==> src/rtl/vga_pkg.sv <==
// Shared constants and types for the text-mode VGA path and its UART command front end.
package vga_pkg;

  localparam int TEXT_COLS    = 80;
  localparam int TEXT_ROWS    = 30;
  localparam int TEXT_ADDR_W  = 12;
  localparam int PIXEL_CLK_HZ = 25_000_000;
  localparam int CMD_TIMEOUT  = 65536;

  typedef enum logic [1:0] {
    IDLE    = 2'd0,
    ROW     = 2'd1,
    CHAR    = 2'd2,
    WAIT_WR = 2'd3
  } state_t;

endpackage

==> src/rtl/cmd_timeout_cnt.sv <==
// Saturating idle-cycle counter with synchronous clear; flags the cycle the last count is reached.
module cmd_timeout_cnt #(
  parameter int TIMEOUT = 65536
) (
  input  logic clk_i,
  input  logic rstn_i,
  input  logic clr_i,
  input  logic en_i,
  output logic expired_o
);

  localparam int            CW   = $clog2(TIMEOUT);
  localparam logic [CW-1:0] LAST = CW'(TIMEOUT - 1);

  logic [CW-1:0] count_q, count_d;

  always_comb begin
    count_d = count_q;
    if (clr_i) begin
      count_d = '0;
    end else if (en_i && (count_q != LAST)) begin
      count_d = count_q + 1'b1;
    end
  end

  always_ff @(posedge clk_i or negedge rstn_i) begin
    if (!rstn_i) begin
      count_q <= '0;
    end else begin
      count_q <= count_d;
    end
  end

  // A clear in the same cycle means a byte arrived, which wins over expiry.
  assign expired_o = en_i && !clr_i && (count_q == LAST);

endmodule

==> src/rtl/text_wr_ctrl.sv <==
// Assembles {column, row, ASCII} UART commands into single text-buffer writes,
// deferred until the VGA path is not reading the buffer.
//
// Handshake: rx_valid_i is a one-cycle strobe with no back-pressure; bytes that
// cannot be absorbed (skid full) are dropped and flagged on err_o. wr_en_o is a
// one-cycle strobe with wr_addr_o/wr_data_o valid in the same cycle.
module text_wr_ctrl
  import vga_pkg::*;
#(
  parameter int COLS    = TEXT_COLS,
  parameter int ROWS    = TEXT_ROWS,
  parameter int ADDR_W  = TEXT_ADDR_W,
  parameter int TIMEOUT = CMD_TIMEOUT
) (
  input  logic              clk_i,
  input  logic              rstn_i,
  input  logic [7:0]        rx_data_i,
  input  logic              rx_valid_i,
  input  logic              video_active_i,
  output logic              wr_en_o,
  output logic [ADDR_W-1:0] wr_addr_o,
  output logic [7:0]        wr_data_o,
  output logic              busy_o,
  output logic              err_o,
  output state_t            state_o
);

  localparam logic [8:0]        COLS_9 = 9'(COLS);
  localparam logic [8:0]        ROWS_9 = 9'(ROWS);
  localparam logic [ADDR_W-1:0] COLS_A = ADDR_W'(COLS);

  state_t            state_q, state_d;
  logic [7:0]        col_q, col_d, row_q, row_d;
  logic              bad_q, bad_d;
  logic [7:0]        skid_q, skid_d;
  logic              skid_valid_q, skid_valid_d;
  logic [ADDR_W-1:0] wr_addr_q, wr_addr_d;
  logic [7:0]        wr_data_q, wr_data_d;
  logic              err_q, err_d;

  logic              skid_consume, rx_to_skid, overrun, byte_evt;
  logic [7:0]        byte_in;
  logic              timer_clr, timer_en, timer_expired;
  logic [ADDR_W-1:0] row_ext, row_mul, addr_calc;

  // Skid byte is always consumed first once the FSM is out of WAIT_WR.
  assign skid_consume = skid_valid_q && (state_q != WAIT_WR);
  assign rx_to_skid   = rx_valid_i && ((state_q == WAIT_WR) || skid_consume);
  assign overrun      = rx_to_skid && skid_valid_q && !skid_consume;
  assign byte_evt     = skid_consume || (rx_valid_i && (state_q != WAIT_WR) && !skid_valid_q);
  assign byte_in      = skid_valid_q ? skid_q : rx_data_i;

  always_comb begin
    skid_d       = skid_q;
    skid_valid_d = skid_valid_q;
    if (skid_consume) begin
      skid_valid_d = 1'b0;
    end
    if (rx_to_skid && !overrun) begin
      skid_d       = rx_data_i;
      skid_valid_d = 1'b1;
    end
  end

  assign row_ext = ADDR_W'(row_q);

  always_comb begin
    if (COLS == 80) begin
      row_mul = (row_ext << 6) + (row_ext << 4);
    end else begin
      row_mul = row_ext * COLS_A;
    end
    addr_calc = row_mul + ADDR_W'(col_q);
  end

  assign timer_clr = byte_evt || (state_q == IDLE) || (state_q == WAIT_WR);
  assign timer_en  = (state_q == ROW) || (state_q == CHAR);

  cmd_timeout_cnt #(
    .TIMEOUT (TIMEOUT)
  ) u_timeout (
    .clk_i     (clk_i),
    .rstn_i    (rstn_i),
    .clr_i     (timer_clr),
    .en_i      (timer_en),
    .expired_o (timer_expired)
  );

  always_comb begin
    state_d   = state_q;
    col_d     = col_q;
    row_d     = row_q;
    bad_d     = bad_q;
    wr_addr_d = wr_addr_q;
    wr_data_d = wr_data_q;
    err_d     = overrun;
    case (state_q)
      IDLE: begin
        if (byte_evt) begin
          col_d   = byte_in;
          bad_d   = ({1'b0, byte_in} >= COLS_9);
          state_d = ROW;
        end
      end
      ROW: begin
        if (byte_evt) begin
          row_d   = byte_in;
          bad_d   = bad_q || ({1'b0, byte_in} >= ROWS_9);
          state_d = CHAR;
        end else if (timer_expired) begin
          err_d   = 1'b1;
          state_d = IDLE;
        end
      end
      CHAR: begin
        if (byte_evt) begin
          if (bad_q) begin
            err_d   = 1'b1;
            state_d = IDLE;
          end else begin
            wr_data_d = byte_in;
            wr_addr_d = addr_calc;
            state_d   = WAIT_WR;
          end
        end else if (timer_expired) begin
          err_d   = 1'b1;
          state_d = IDLE;
        end
      end
      WAIT_WR: begin
        if (!video_active_i) begin
          state_d = IDLE;
        end
      end
      default: state_d = IDLE;
    endcase
  end

  always_ff @(posedge clk_i or negedge rstn_i) begin
    if (!rstn_i) begin
      state_q      <= IDLE;
      col_q        <= '0;
      row_q        <= '0;
      bad_q        <= 1'b0;
      skid_q       <= '0;
      skid_valid_q <= 1'b0;
      wr_addr_q    <= '0;
      wr_data_q    <= '0;
      err_q        <= 1'b0;
    end else begin
      state_q      <= state_d;
      col_q        <= col_d;
      row_q        <= row_d;
      bad_q        <= bad_d;
      skid_q       <= skid_d;
      skid_valid_q <= skid_valid_d;
      wr_addr_q    <= wr_addr_d;
      wr_data_q    <= wr_data_d;
      err_q        <= err_d;
    end
  end

  assign wr_en_o   = (state_q == WAIT_WR) && !video_active_i;
  assign wr_addr_o = wr_addr_q;
  assign wr_data_o = wr_data_q;
  assign busy_o    = (state_q != IDLE) || skid_valid_q;
  assign err_o     = err_q;
  assign state_o   = state_q;

endmodule

==> config.mk <==
export PLATFORM = sky130hd
export DESIGN_NAME = text_wr_ctrl
export DESIGN_NICKNAME = d
export VERILOG_FILES = /design/src/rtl/vga_pkg.sv /design/src/rtl/cmd_timeout_cnt.sv /design/src/rtl/text_wr_ctrl.sv
export SDC_FILE = /design/constraint.sdc
export NUM_CORES = 1
export LEC_CHECK = 0
export ABC_AREA = 1
export CAP_MARGIN = 20
export CORE_UTILIZATION = 57
export CTS_CLUSTER_DIAMETER = 100
export CTS_CLUSTER_SIZE = 28
export DETAILED_ROUTE_END_ITERATION = 8
export PLACE_DENSITY = 0.91
export SYNTH_ARGS = -nofsm -noshare
export SYNTH_HDL_FRONTEND = slang
export SYNTH_SLANG_ARGS = --single-unit
==> constraint.sdc <==
create_clock -name clk_i -period 2.4 [get_ports clk_i]
set_input_delay 0.48 -clock clk_i [delete_from_list [all_inputs] [get_ports clk_i]]
set_output_delay 0.48 -clock clk_i [all_outputs]
set_load 0.005 [all_outputs]
# Word level (Yosys, flattened, before mapping)

Cells that the tools add are included.

Register bits: 65
Word-level logic and storage cells: 78

Mux-type cells: 20
Eq/ne operators: 9
Bitwise gates (word level): 1
Magnitude comparators: 2
Reductions and logical operators: 33
Add/sub/neg operators: 3

Operator list:

| operator                                                               | count |
|---|---|
| 16-bit 2-to-1 mux                                                      | 2 |
| 16-bit by 1-bit adder with 16-bit output (second input constant)       | 1 |
| 16-bit equality test (second input constant)                           | 1 |
| 16-bit inequality test (second input constant)                         | 1 |
| 12-bit adder                                                           | 1 |
| 12-bit by 8-bit adder with 12-bit output                               | 1 |
| 2-bit 2-to-1 mux                                                       | 6 |
| 1-bit logical AND                                                      | 11 |
| 8-bit by 5-bit >= comparator with 1-bit output (second input constant) | 1 |
| 8-bit by 7-bit >= comparator with 1-bit output (second input constant) | 1 |
| 1-bit 2-to-1 mux                                                       | 8 |
| 8-bit 2-to-1 mux                                                       | 1 |
| 2-bit inequality test (second input constant)                          | 4 |
| 2-bit one-hot mux with 4 select lines                                  | 1 |
| 2-bit nonzero test                                                     | 4 |
| 1-bit logical OR                                                       | 7 |
| 2-bit AND reduction                                                    | 3 |
| 3-bit AND reduction                                                    | 2 |
| 1-bit logical NOT                                                      | 5 |
| 2-bit equality test (second input constant)                            | 2 |
| 1-bit one-hot mux with 2 select lines                                  | 2 |
| 2-bit by 1-bit equality test with 1-bit output (second input constant) | 1 |
| 2-bit logical NOT                                                      | 1 |
| 1-bit NOT                                                              | 1 |

# Logic depth before layout (Yosys ltp)

Gate-level depths: netlist of run 1.

Depth in word-level cells: 12
Gate-level depth with buffers: 10

# Cells and area by module

A second synthesis of run 1 with hierarchy kept.

Cell total of the unflattened synthesis: 477
Area, all modules: 3,652.3 um2

Modules (own cells, without submodules):

| module          | cells an instance | times used | area each (um2) | seq. area each (um2) |
|---|---|---|---|---|
| text_wr_ctrl    | 314               | 1          | 2,581.2         | 1,226.2 |
| cmd_timeout_cnt | 163               | 1          | 1,071.0         | 400.4 |

# Least setup slack after synthesis of run 1

OpenSTA, ideal clock, no wires.

Kind: reg-to-reg
Start point: reg col_q[7]
End point: reg wr_addr_q[11], in the netlist wr_addr_o[11]
Arrival: 1.931 ns
Cell stages (with the launch flop): 9
Buffers on the path: 0
Setup time: 0.119 ns
Setup slack: 0.351 ns
Path through: dfrtp_1 > fa_1 > ha_1 > nand2_1 > nor3_1 > or2_2 > or2_0 > nand3_1 > nand2_1

Longest elaborated chain between the ends: 1

RTL lines:

| element                                  | RTL line            | text |
|---|---|---|
| start: declaration                       | text_wr_ctrl.sv:33  | `logic [7:0] col_q, col_d, row_q, row_d;` |
| start signal: assignment                 | text_wr_ctrl.sv:152 | `col_q <= col_d;` |
| 12-bit by 8-bit adder with 12-bit output | text_wr_ctrl.sv:73  | `addr_calc = row_mul + ADDR_W'(col_q);` |
| end signal: assignment                   | text_wr_ctrl.sv:157 | `wr_addr_q <= wr_addr_d;` |
| end: declaration                         | text_wr_ctrl.sv:37  | `logic [ADDR_W-1:0] wr_addr_q, wr_addr_d;` |

Every way passes these cells.
A chain may end at the register's enable or synchronous reset.

# Worst setup path in the final report of run 1

Start point: reg row_q[1]
End point: reg wr_addr_q[11], in the netlist wr_addr_o[11]

Longest elaborated chain between the ends: 2

RTL lines:

| element                                  | RTL line            | text |
|---|---|---|
| start: declaration                       | text_wr_ctrl.sv:33  |  |
| start signal: assignment                 | text_wr_ctrl.sv:153 | `row_q <= row_d;` |
| 12-bit adder                             | text_wr_ctrl.sv:69  | `row_mul = (row_ext << 6) + (row_ext << 4);` |
| 12-bit by 8-bit adder with 12-bit output | text_wr_ctrl.sv:73  |  |

Every way passes these cells.

==> metrics.md, run 1 <==
| Metric | Value |
|---|---|
| Status | `finished, final reports clean` |
| DIE HEIGHT | `80.9 um` |
| Starting DRT DRC Count | `191` |
| Instance count on the critical path | `8` |
| Slew Viols, Final | `0` |
| Grt total ovfl | `0` |
| Top Metal Used | `met4` |
| # IOs | `37` |
| Hold Crit Class | `primary input to async pin` |
| Detailed-placement wirelength estimate | `5400 um` |
| PwrDens | `1270 nW/um^2` |
| DR WL met3 | `357 um` |
| Row cnt | `28` |
| Unrepaired setup endpoints after global routing | `false` |
| Crit path DAT | `2.49 ns` |
| Synth area leader | `dfrtp_1` |
| Avg Synthesized Cell Area | `8.32 um^2` |
| Reg2reg setup slack | `0.15 ns` |
| M1 WL | `3380 um` |
| Layout net count | `501` |
| Via density | `5.39` |
| Max_cap viols | `0` |
| Tmin final | `2.25 ns` |
| Number of diodes | `0` |
| Fill count | `444` |
| Top delay family on crit path | `adder cells` |
| Die Width | `80.9 um` |
| Ordered cell list for the critical path | `fa_1 > ha_1 > a21oi_1 > o21ai_0 > or2_2 > or2_0 > nand3_1 > nand2_1` |
| GRT Overall Usage | `25.8%` |
| Clock transition at the registers of the reported paths | `0.07 ns` |
| Worst Setup Start Kind | `flop` |
| Drt drc | `0` |
| Util after Layout | `70.5%` |
| Detailed-route via count | `2958` |
| CTS resizes | `0` |
| Global placement routability congestion | `0.910` |
| Netlist cell types | `33` |
| Critical path endpoint category | `flop` |
| Worst-path fanout max | `4` |
| Ranking of synthesized cells by area | `dfrtp_1, nand2_1, ha_1` |
| Die area | `6550 um^2` |
| Layout overhead on the synthesized area | `18.3%` |
| Lkg Pwr | `0.00198 uW` |
| CP bufs+invs | `0` |
| Root Driver | `clkbuf_8` |
| Register area share after synthesis | `45.8%` |
| Syn_nets | `459` |
| Largest net degree at the start of global routing | `45` |
| Total Routed Length | `7410 um` |
| Initial Util | `59.6%` |
| Share of cells above drive strength 1 | `10.5%` |
| Worst endpoint required time | `2.64 ns` |
| Skew final | `0.00693 ns` |
| Initial antenna violation count | `0` |
| First drt pass iteration count | `5` |
| Port bufs | `36` |
| TritonCTS buffer count | `9` |
| Clock latency on the worst-skew pair | `0.35 ns` |
| DR WL met2 | `3520 um` |
| Clock H-tree levels | `3` |
| VDD IR max | `0.821 mV` |
| Max-slew headroom | `60.5%` |
| First-pass GRT wire length | `12600 um` |
| Finish-stage setup viols | `0` |
| Max Root-Sink Buffers | `2` |
| Final worst path period share | `93.8%` |
| CTS tree | `done` |
| #FFs+latches synth | `65` |
| Post-Syn Area | `3550 um^2` |
| Cells after Synth | `427` |
| Clock Sink Count | `65` |
| Vias in the first global route | `2850` |
| WL/cell | `13.5 um` |
| Core area | `5960 um^2` |
| Ys Warns | `0` |
| R2R depth | `8` |
| Setup CP Type | `flop to flop` |
| Total negative slack | `0 ns` |
| Max Fclk | `0.444 GHz` |
| Setup bufs post-CTS | `0` |
| Slowest stage delay, CP | `0.42 ns` |
| CP max-delay cell | `dfrtp_1` |
| Final hold vios | `0` |
| Antenna-violating nets left | `0` |
| Worst-Margin Slew | `0.586 ns` |
| CTS Hold Bufs | `0` |
| Top-area cell type share of the netlist area | `45.8%` |
==> state kept, by name, indices dropped and copies added (netlist names) <==
signal,cells
bad_q,1
col_q,8
err_o,1
row_q,8
skid_q,8
skid_valid_q,1
state_o,2
u_timeout.count_q,16
wr_addr_o,12
wr_data_o,8
==> cell families after synthesis <==
| group | after synthesis | synth area share (%) |
|---|---|---|
| AO/OA/AOI/OAI | 73 | 10.9 |
| XOR/XNOR | 12 | 2.96 |
| adder cells (fa/ha/maj) | 20 | 7.68 |
| buffers and inverters | 59 | 7.12 |
| flip-flops | 65 | 45.8 |
| AND/OR/NAND/NOR | 198 | 25.6 |
==> cell usage after synthesis, drive strengths merged <==
library cell and instances:
nand3b 1, o21a 1, clkbuf 1, nor3 7
buf 10, xor2 10, ha 17, inv 47
or2 4, a21oi 16, dfrtp 65, clkinv 1
nand2 122, and3 1, fa 3, nand3 29
o21ai 54, xnor2 2, nand4 3, nor2 31
a31oi 2
==> metrics by stage <==
| stage | setup slack [ns] | hold slack, ns | total power (uW) | instance area [um^2] | std cells |
|---|---|---|---|---|---|
| floorplan | 0.351 | 0.184 | 3500 | 3550 | 427 |
| global placement | 0.286 | 0.459 | 4170 | 3990 | 533 |
| detailed placement | 0.146 | 0.467 | 4330 | 3990 | 533 |
| CTS | 0.126 | 0.108 | 5350 | 4200 | 549 |
| global route | 0.0236 | 0.130 | 5780 | 4200 | 549 |
| finish | 0.149 | 0.0983 | 5350 | 4200 | 549 |
==> layout make-up <==
| type | instances | area, um^2 | area share (%) |
|---|---|---|---|
| clock inverters | 4 | 50.0 | 1.19 |
| well taps | 75 | 93.8 | 2.23 |
| flip-flops and latches | 65 | 1630 | 38.7 |
| repair buffers | 42 | 413 | 9.83 |
| inverters | 48 | 180 | 4.29 |
| multi-input cells | 303 | 1670 | 39.8 |
| clock buffers | 12 | 165 | 3.93 |
==> layout by cell type (no fill, tap or decap), types with 6 or more instances in the layout <==
cell type	instances
a21oi_1	15
clkbuf_8	12
clkdlybuf4s50_1	35
dfrtp_1	65
ha_1	17
inv_1	42
nand2_1	115
nand3_1	29
nor2_1	23
nor3_1	6
o21ai_0	33
o21ai_1	20
xor2_1	10
==> where the power goes <==
part / switching (uW) / leakage, uW / internal, uW
Clock: 431 / 0.000105 / 563
Combinational: 1500 / 0.00104 / 1110
Sequential: 274 / 0.000837 / 1480
==> layer usage <==
layer	global-route usage (%)	vias up
met5	0	-
met4	13.9	0
met3	4.16	18
met2	41.1	91
met1	33.7	1393
li1	-	1456
==> worst paths after layout <==
check,start,endpoint
max,row_q[1],wr_addr_o[11]
min,rstn_i,u_timeout.count_q[6]
max reg2reg,row_q[1],wr_addr_o[11]
min reg2reg,wr_addr_o[5],wr_addr_o[5]
max in group asynchronous,rstn_i,skid_valid_q
min in group clk_i,wr_addr_o[5],wr_addr_o[5]
==> worst reg2reg max path, delay by kind of cell, from the launching register on <==
| family | cells | cell delay (ns) |
|---|---|---|
| adders and majority gates | 2 | 0.77 |
| and+or+nand+nor | 4 | 0.61 |
| DFF | 1 | 0.42 |
| AOI/OAI and AO/OA | 2 | 0.35 |
No activity file was read; power rests on OpenSTA's default activity.
==> inputs of run 2 (changes only) <==
--- a/config.mk
+++ b/config.mk
@@ -12,6 +12,7 @@
 export CTS_CLUSTER_SIZE = 28
 export DETAILED_ROUTE_END_ITERATION = 8
 export PLACE_DENSITY = 0.91
+export SETUP_SLACK_MARGIN = 0.2
 export SYNTH_ARGS = -nofsm -noshare
 export SYNTH_HDL_FRONTEND = slang
 export SYNTH_SLANG_ARGS = --single-unit
==> run 2 against run 1 <==
Effect of this change:
- total power increased by 4.1%
- highest routed layer unchanged
- non-clock buffer count grew 1
- largest cell class unchanged
- register-to-register slack better by 0.13 ns
==> metrics.md, run 2 (synthesis results as in run 1) <==
| Metric | Value |
|---|---|
| Max Fclk | `0.470 GHz` |
| Share of cells above drive strength 1 | `12.8%` |
| TritonCTS buffer count | `9` |
| Max-slew headroom | `61.0%` |
| CP max-delay cell | `clkdlybuf4s50_1` |
| Number of flip-flops under the largest register name | `16` |
| Register area | `1630 um^2` |
| First-pass GRT wire length | `12700 um` |
| Final hold vios | `0` |
| Most frequent cells in the layout | `nand2_1, dfrtp_1, inv_1, clkdlybuf4s50_1, o21ai_0` |
| Most common cell after layout, fill and taps aside | `nand2_1` |
| Clock H-tree levels | `3` |
| Final worst path period share | `88.6%` |
| Fill count | `433` |
| First drt pass iteration count | `5` |
| Antenna-violating nets left | `0` |
| Row cnt | `28` |
| Largest net degree at the start of global routing | `45` |
| # IOs | `37` |
| Finish-stage setup viols | `0` |
| Worst-Margin Slew | `0.578 ns` |
| Clock Sink Count | `65` |
| Detailed-route via count | `2984` |
| Worst endpoint required time | `1.92 ns` |
| Critical path endpoint category | `primary output` |
| Worst Setup Start Kind | `flop` |
| Vias in the first global route | `2852` |
| Global placement routability congestion | `0.910` |
| Biggest register | `u_timeout.count_q` |
| Clock transition at the registers of the reported paths | `0.07 ns` |
| Slowest stage delay, CP | `0.51 ns` |
| Max Root-Sink Buffers | `2` |
| GRT Overall Usage | `25.9%` |
| Number of diodes | `0` |
| Starting DRT DRC Count | `215` |
| Initial antenna violation count | `0` |
| WL/cell | `13.7 um` |
| VDD IR max | `0.805 mV` |
| Initial Util | `59.6%` |
| Crit path DAT | `1.65 ns` |
| Total Routed Length | `7510 um` |
| Status | `finished, final reports clean` |
| Detailed-placement wirelength estimate | `5400 um` |
| Ordered cell list for the critical path | `ha_1 > inv_1 > nor2_1 > clkdlybuf4s50_1` |
| CTS tree | `done` |
| Grt total ovfl | `0` |
| Setup CP Type | `flop to primary output` |
| CP bufs+invs | `2` |
| Die Width | `80.9 um` |
| Max_cap viols | `0` |
| DIE HEIGHT | `80.9 um` |
| Worst-path fanout max | `6` |
| Root Driver | `clkbuf_8` |
| Hold Crit Class | `primary input to async pin` |
| Multi-input gate area | `1710 um^2` |
| Top delay family on crit path | `buffers and inverters` |
| Die area | `6550 um^2` |
| Drt drc | `0` |
| Clock latency on the worst-skew pair | `0.35 ns` |
| Tmin final | `2.13 ns` |
| Slew Viols, Final | `0` |
| Via density | `5.43` |
| Core area | `5960 um^2` |
| Skew final | `0.00640 ns` |
| Port bufs | `36` |
| PwrDens | `1310 nW/um^2` |
| Lkg Pwr | `0.00198 uW` |
| Unrepaired setup endpoints after global routing | `false` |
| CTS Hold Bufs | `0` |
| Layout overhead on the synthesized area | `19.7%` |
| Hold Slack | `0.0945 ns` |
| Layout net count | `502` |
| Total negative slack | `0 ns` |
## run 2: changes by cell type in the layout (fill, tap and decap cells not counted), moves of 2 or more
cell     before  now
dfrtp_1      65   62
fa_1          3    1
ha_4          0    2
ha_1         17   14
dfrtp_2       0    3
fa_2          0    2
## run 2: final timing paths
kind,from,endpoint,slack [ns],cells after the start
min in group clk_i,wr_addr_o[5],wr_addr_o[5],0.48,2
worst min-delay path,rstn_i,u_timeout.count_q[6],0.09,1
max in group asynchronous,rstn_i,skid_valid_q,1.68,2
worst max register to register,row_q[3],wr_addr_o[11],0.28,8
worst min register to register,wr_addr_o[5],wr_addr_o[5],0.48,2
worst max-delay path,state_o[1],wr_en_o,0.27,4
## run 2: report_power, final
| part | leakage (uW) | switching (uW) | internal, uW |
|---|---|---|---|
| logic | 0.00104 | 1570 | 1250 |
| registers | 0.000833 | 277 | 1480 |
| clock network | 0.000105 | 431 | 563 |
| total | 0.00198 | 2280 | 3290 |
## run 2: through the flow
stage | std cells | utilization (%) | worst slack, ns | total power [uW] | instance area (um^2)
after detailed placement | 533 | 66.9 | 0.146 | 4330 | 3990
after floorplan | 427 | - | 0.351 | 3500 | 3550
after global placement | 533 | 66.9 | 0.286 | 4170 | 3990
final | 550 | 71.4 | 0.273 | 5570 | 4250
after CTS | 549 | 70.8 | 0.205 | 5420 | 4220
after global routing | 550 | 71.4 | 0.199 | 6010 | 4250
## run 2: cell type report
| type | count | area share, % |
|---|---|---|
| multi-input combinational | 303 | 40.2 |
| sequential | 65 | 38.4 |
| timing repair buffer | 43 | 9.89 |
| inverter | 48 | 4.24 |
| clock buffer | 12 | 3.89 |
| tap | 75 | 2.21 |
| clock inverter | 4 | 1.18 |
## run 2: metal layers
| layer | global-route usage (%) | part of all wire [%] | routed length [um] | up-vias |
|---|---|---|---|---|
| met5 | 0 | 0 | 0 | - |
| met4 | 13.4 | 1.7 | 128 | 0 |
| met3 | 4.16 | 5.0 | 376 | 15 |
| met2 | 41.5 | 48 | 3640 | 85 |
| met1 | 33.9 | 45 | 3370 | 1427 |
| li1 | - | - | - | 1457 |
## run 2: timing repair
item,in CTS,in global routing
setup buffers,0,1
setup endpoints to repair,3,2
pin swaps,0,1
gates resized for setup,4,6
==> inputs of run 3 (changes only) <==
--- a/config.mk
+++ b/config.mk
@@ -11,8 +11,9 @@
 export CTS_CLUSTER_DIAMETER = 100
 export CTS_CLUSTER_SIZE = 28
 export DETAILED_ROUTE_END_ITERATION = 8
+export MAX_ROUTING_LAYER = met4
 export PLACE_DENSITY = 0.91
-export SETUP_SLACK_MARGIN = 0.2
+export SLEW_MARGIN = 20
 export SYNTH_ARGS = -nofsm -noshare
 export SYNTH_HDL_FRONTEND = slang
 export SYNTH_SLANG_ARGS = --single-unit
==> run 3 against run 2 <==
Effect of this change:
- wire length is 1.7% lower
- maximum frequency is 5.7% lower
- setup slack worse by 0.13 ns
- combinational power is 7.8% lower
- total power is 4.0% lower
- largest power group unchanged
- critical path depth is 4 higher
- sequential share of layout area is 0.37 points higher
- hold slack better by 0.0041 ns
==> metrics.md, run 3 (synthesis results as in run 1) <==
| Metric | Value |
|---|---|
| Status | `finished, final reports clean` |
| CTS Hold Bufs | `0` |
| Tmin final | `2.26 ns` |
| Skew final | `0.00634 ns` |
| Via density | `5.39` |
| Max Root-Sink Buffers | `2` |
| Worst-Margin Slew | `0.578 ns` |
| Dpl ws | `0.146 ns` |
| Drt drc | `0` |
| Seq pwr share | `32.7%` |
| Clock transition at the registers of the reported paths | `0.07 ns` |
| Most frequent cells in the layout | `nand2_1, dfrtp_1, inv_1, clkdlybuf4s50_1, o21ai_0` |
| Biggest register | `u_timeout.count_q` |
| Detailed-placement wirelength estimate | `5400 um` |
| Root Driver | `clkbuf_8` |
| Hold Slack | `0.0986 ns` |
| Row cnt | `28` |
| Switching power | `2200 uW` |
| Max Fclk | `0.443 GHz` |
| Final worst path period share | `94.0%` |
| Comb power frac | `48.7%` |
| Slew Viols, Final | `0` |
| Critical path endpoint category | `flop` |
| Final worst setup slack | `0.143 ns` |
| Layout net count | `501` |
| TritonCTS buffer count | `9` |
| Setup bufs post-CTS | `0` |
| PwrDens | `1270 nW/um^2` |
| First-pass GRT wire length | `12600 um` |
| Max_cap viols | `0` |
| Antenna-violating nets left | `0` |
| Detailed-route via count | `2960` |
| Unrepaired setup endpoints after global routing | `false` |
| Total negative slack | `0 ns` |
| Grt total ovfl | `0` |
| Starting DRT DRC Count | `206` |
| Die area | `6550 um^2` |
| Hold Crit Class | `primary input to async pin` |
| Clock Sink Count | `65` |
| DIE HEIGHT | `80.9 um` |
| Lkg Pwr | `0.00198 uW` |
| Crit path DAT | `2.50 ns` |
| Final hold vios | `0` |
| Slowest stage delay, CP | `0.42 ns` |
| Initial Util | `59.6%` |
| Clock H-tree levels | `3` |
| Total Routed Length | `7390 um` |
| Global placement routability congestion | `0.926` |
| Number of diodes | `0` |
| Worst endpoint required time | `2.64 ns` |
| Reg2reg setup slack | `0.14 ns` |
| Worst-path fanout max | `4` |
| Layout overhead on the synthesized area | `18.3%` |
| Sw Ratio | `41.2%` |
| # IOs | `37` |
| Die Width | `80.9 um` |
| Setup CP Type | `flop to flop` |
| Share of cells above drive strength 1 | `10.5%` |
| Port bufs | `36` |
| CTS resizes | `0` |
| GRT Overall Usage | `26.6%` |
| Largest net degree at the start of global routing | `45` |
| Ordered cell list for the critical path | `fa_1 > ha_1 > a21oi_1 > o21ai_0 > or2_2 > or2_0 > nand3_1 > nand2_1` |
| Core area | `5960 um^2` |
| Total power | `5350 uW` |
| Internal power | `3140 uW` |
| First drt pass iteration count | `5` |
| Finish-stage setup viols | `0` |
| CP max-delay cell | `dfrtp_1` |
| CTS tree | `done` |
| Clock latency on the worst-skew pair | `0.35 ns` |
| Fill count | `444` |
| Vias in the first global route | `2845` |
| Util after Layout | `70.5%` |
| Clock power share | `18.5%` |
| Number of flip-flops under the largest register name | `16` |
| Initial antenna violation count | `0` |
| Worst Setup Start Kind | `flop` |
| VDD IR max | `0.819 mV` |
| Max-slew headroom | `61.0%` |
| Most common cell after layout, fill and taps aside | `nand2_1` |
| WL/cell | `13.5 um` |
## run 3: metal layers
metal  GRT usage (%)  vias up  wire length (um)
met2            41.1       93              3500
met1            33.7     1391              3340
met4            11.3        0               172
li1                -     1457                 -
met3            5.84       19               371
met5               -        -                 0
## run 3: cell type report
class / instances / area (um^2) / share of cell area, %
Multi-Input combinational cell: 303 / 1670 / 39.8
Sequential cell: 65 / 1630 / 38.7
Timing Repair Buffer: 42 / 413 / 9.83
Inverter: 48 / 180 / 4.29
Clock buffer: 12 / 165 / 3.93
Tap cell: 75 / 93.8 / 2.23
Clock inverter: 4 / 50.0 / 1.19
## run 3: final timing paths
kind / from / cells past startpoint / to
worst max-delay path: row_q[1] / 8 / wr_addr_o[11]
max in group asynchronous: rstn_i / 2 / skid_valid_q
min in group clk_i: wr_addr_o[5] / 2 / wr_addr_o[5]
worst min register to register: wr_addr_o[5] / 2 / wr_addr_o[5]
worst max register to register: row_q[1] / 8 / wr_addr_o[11]
worst min-delay path: rstn_i / 1 / u_timeout.count_q[6]
## run 3: per-stage QoR
stage | cells | instance area [um^2]
finish | 549 | 4200
global route | 549 | 4200
floorplan | 427 | 3550
global placement | 533 | 3990
detailed placement | 533 | 3990
CTS | 549 | 4200
## run 3: worst max-delay path, delay by kind of cell (launching register included)
kind	cells	cell delay [ns]
AO/OA/AOI/OAI	2	0.36
adder cells (fa/ha/maj)	2	0.77
flip-flops	1	0.42
AND/OR/NAND/NOR	4	0.61
## run 3: power groups by stage
stage          logic, uW  clock network, uW  registers (uW)
5_1_grt             2940               1050            1800
3_3_place_gp        2430                  0            1740
2_1_floorplan       1790                  0            1710
3_5_place_dp        2570                  0            1760
4_1_cts             2600               1000            1750
6_report            2600                991            1750
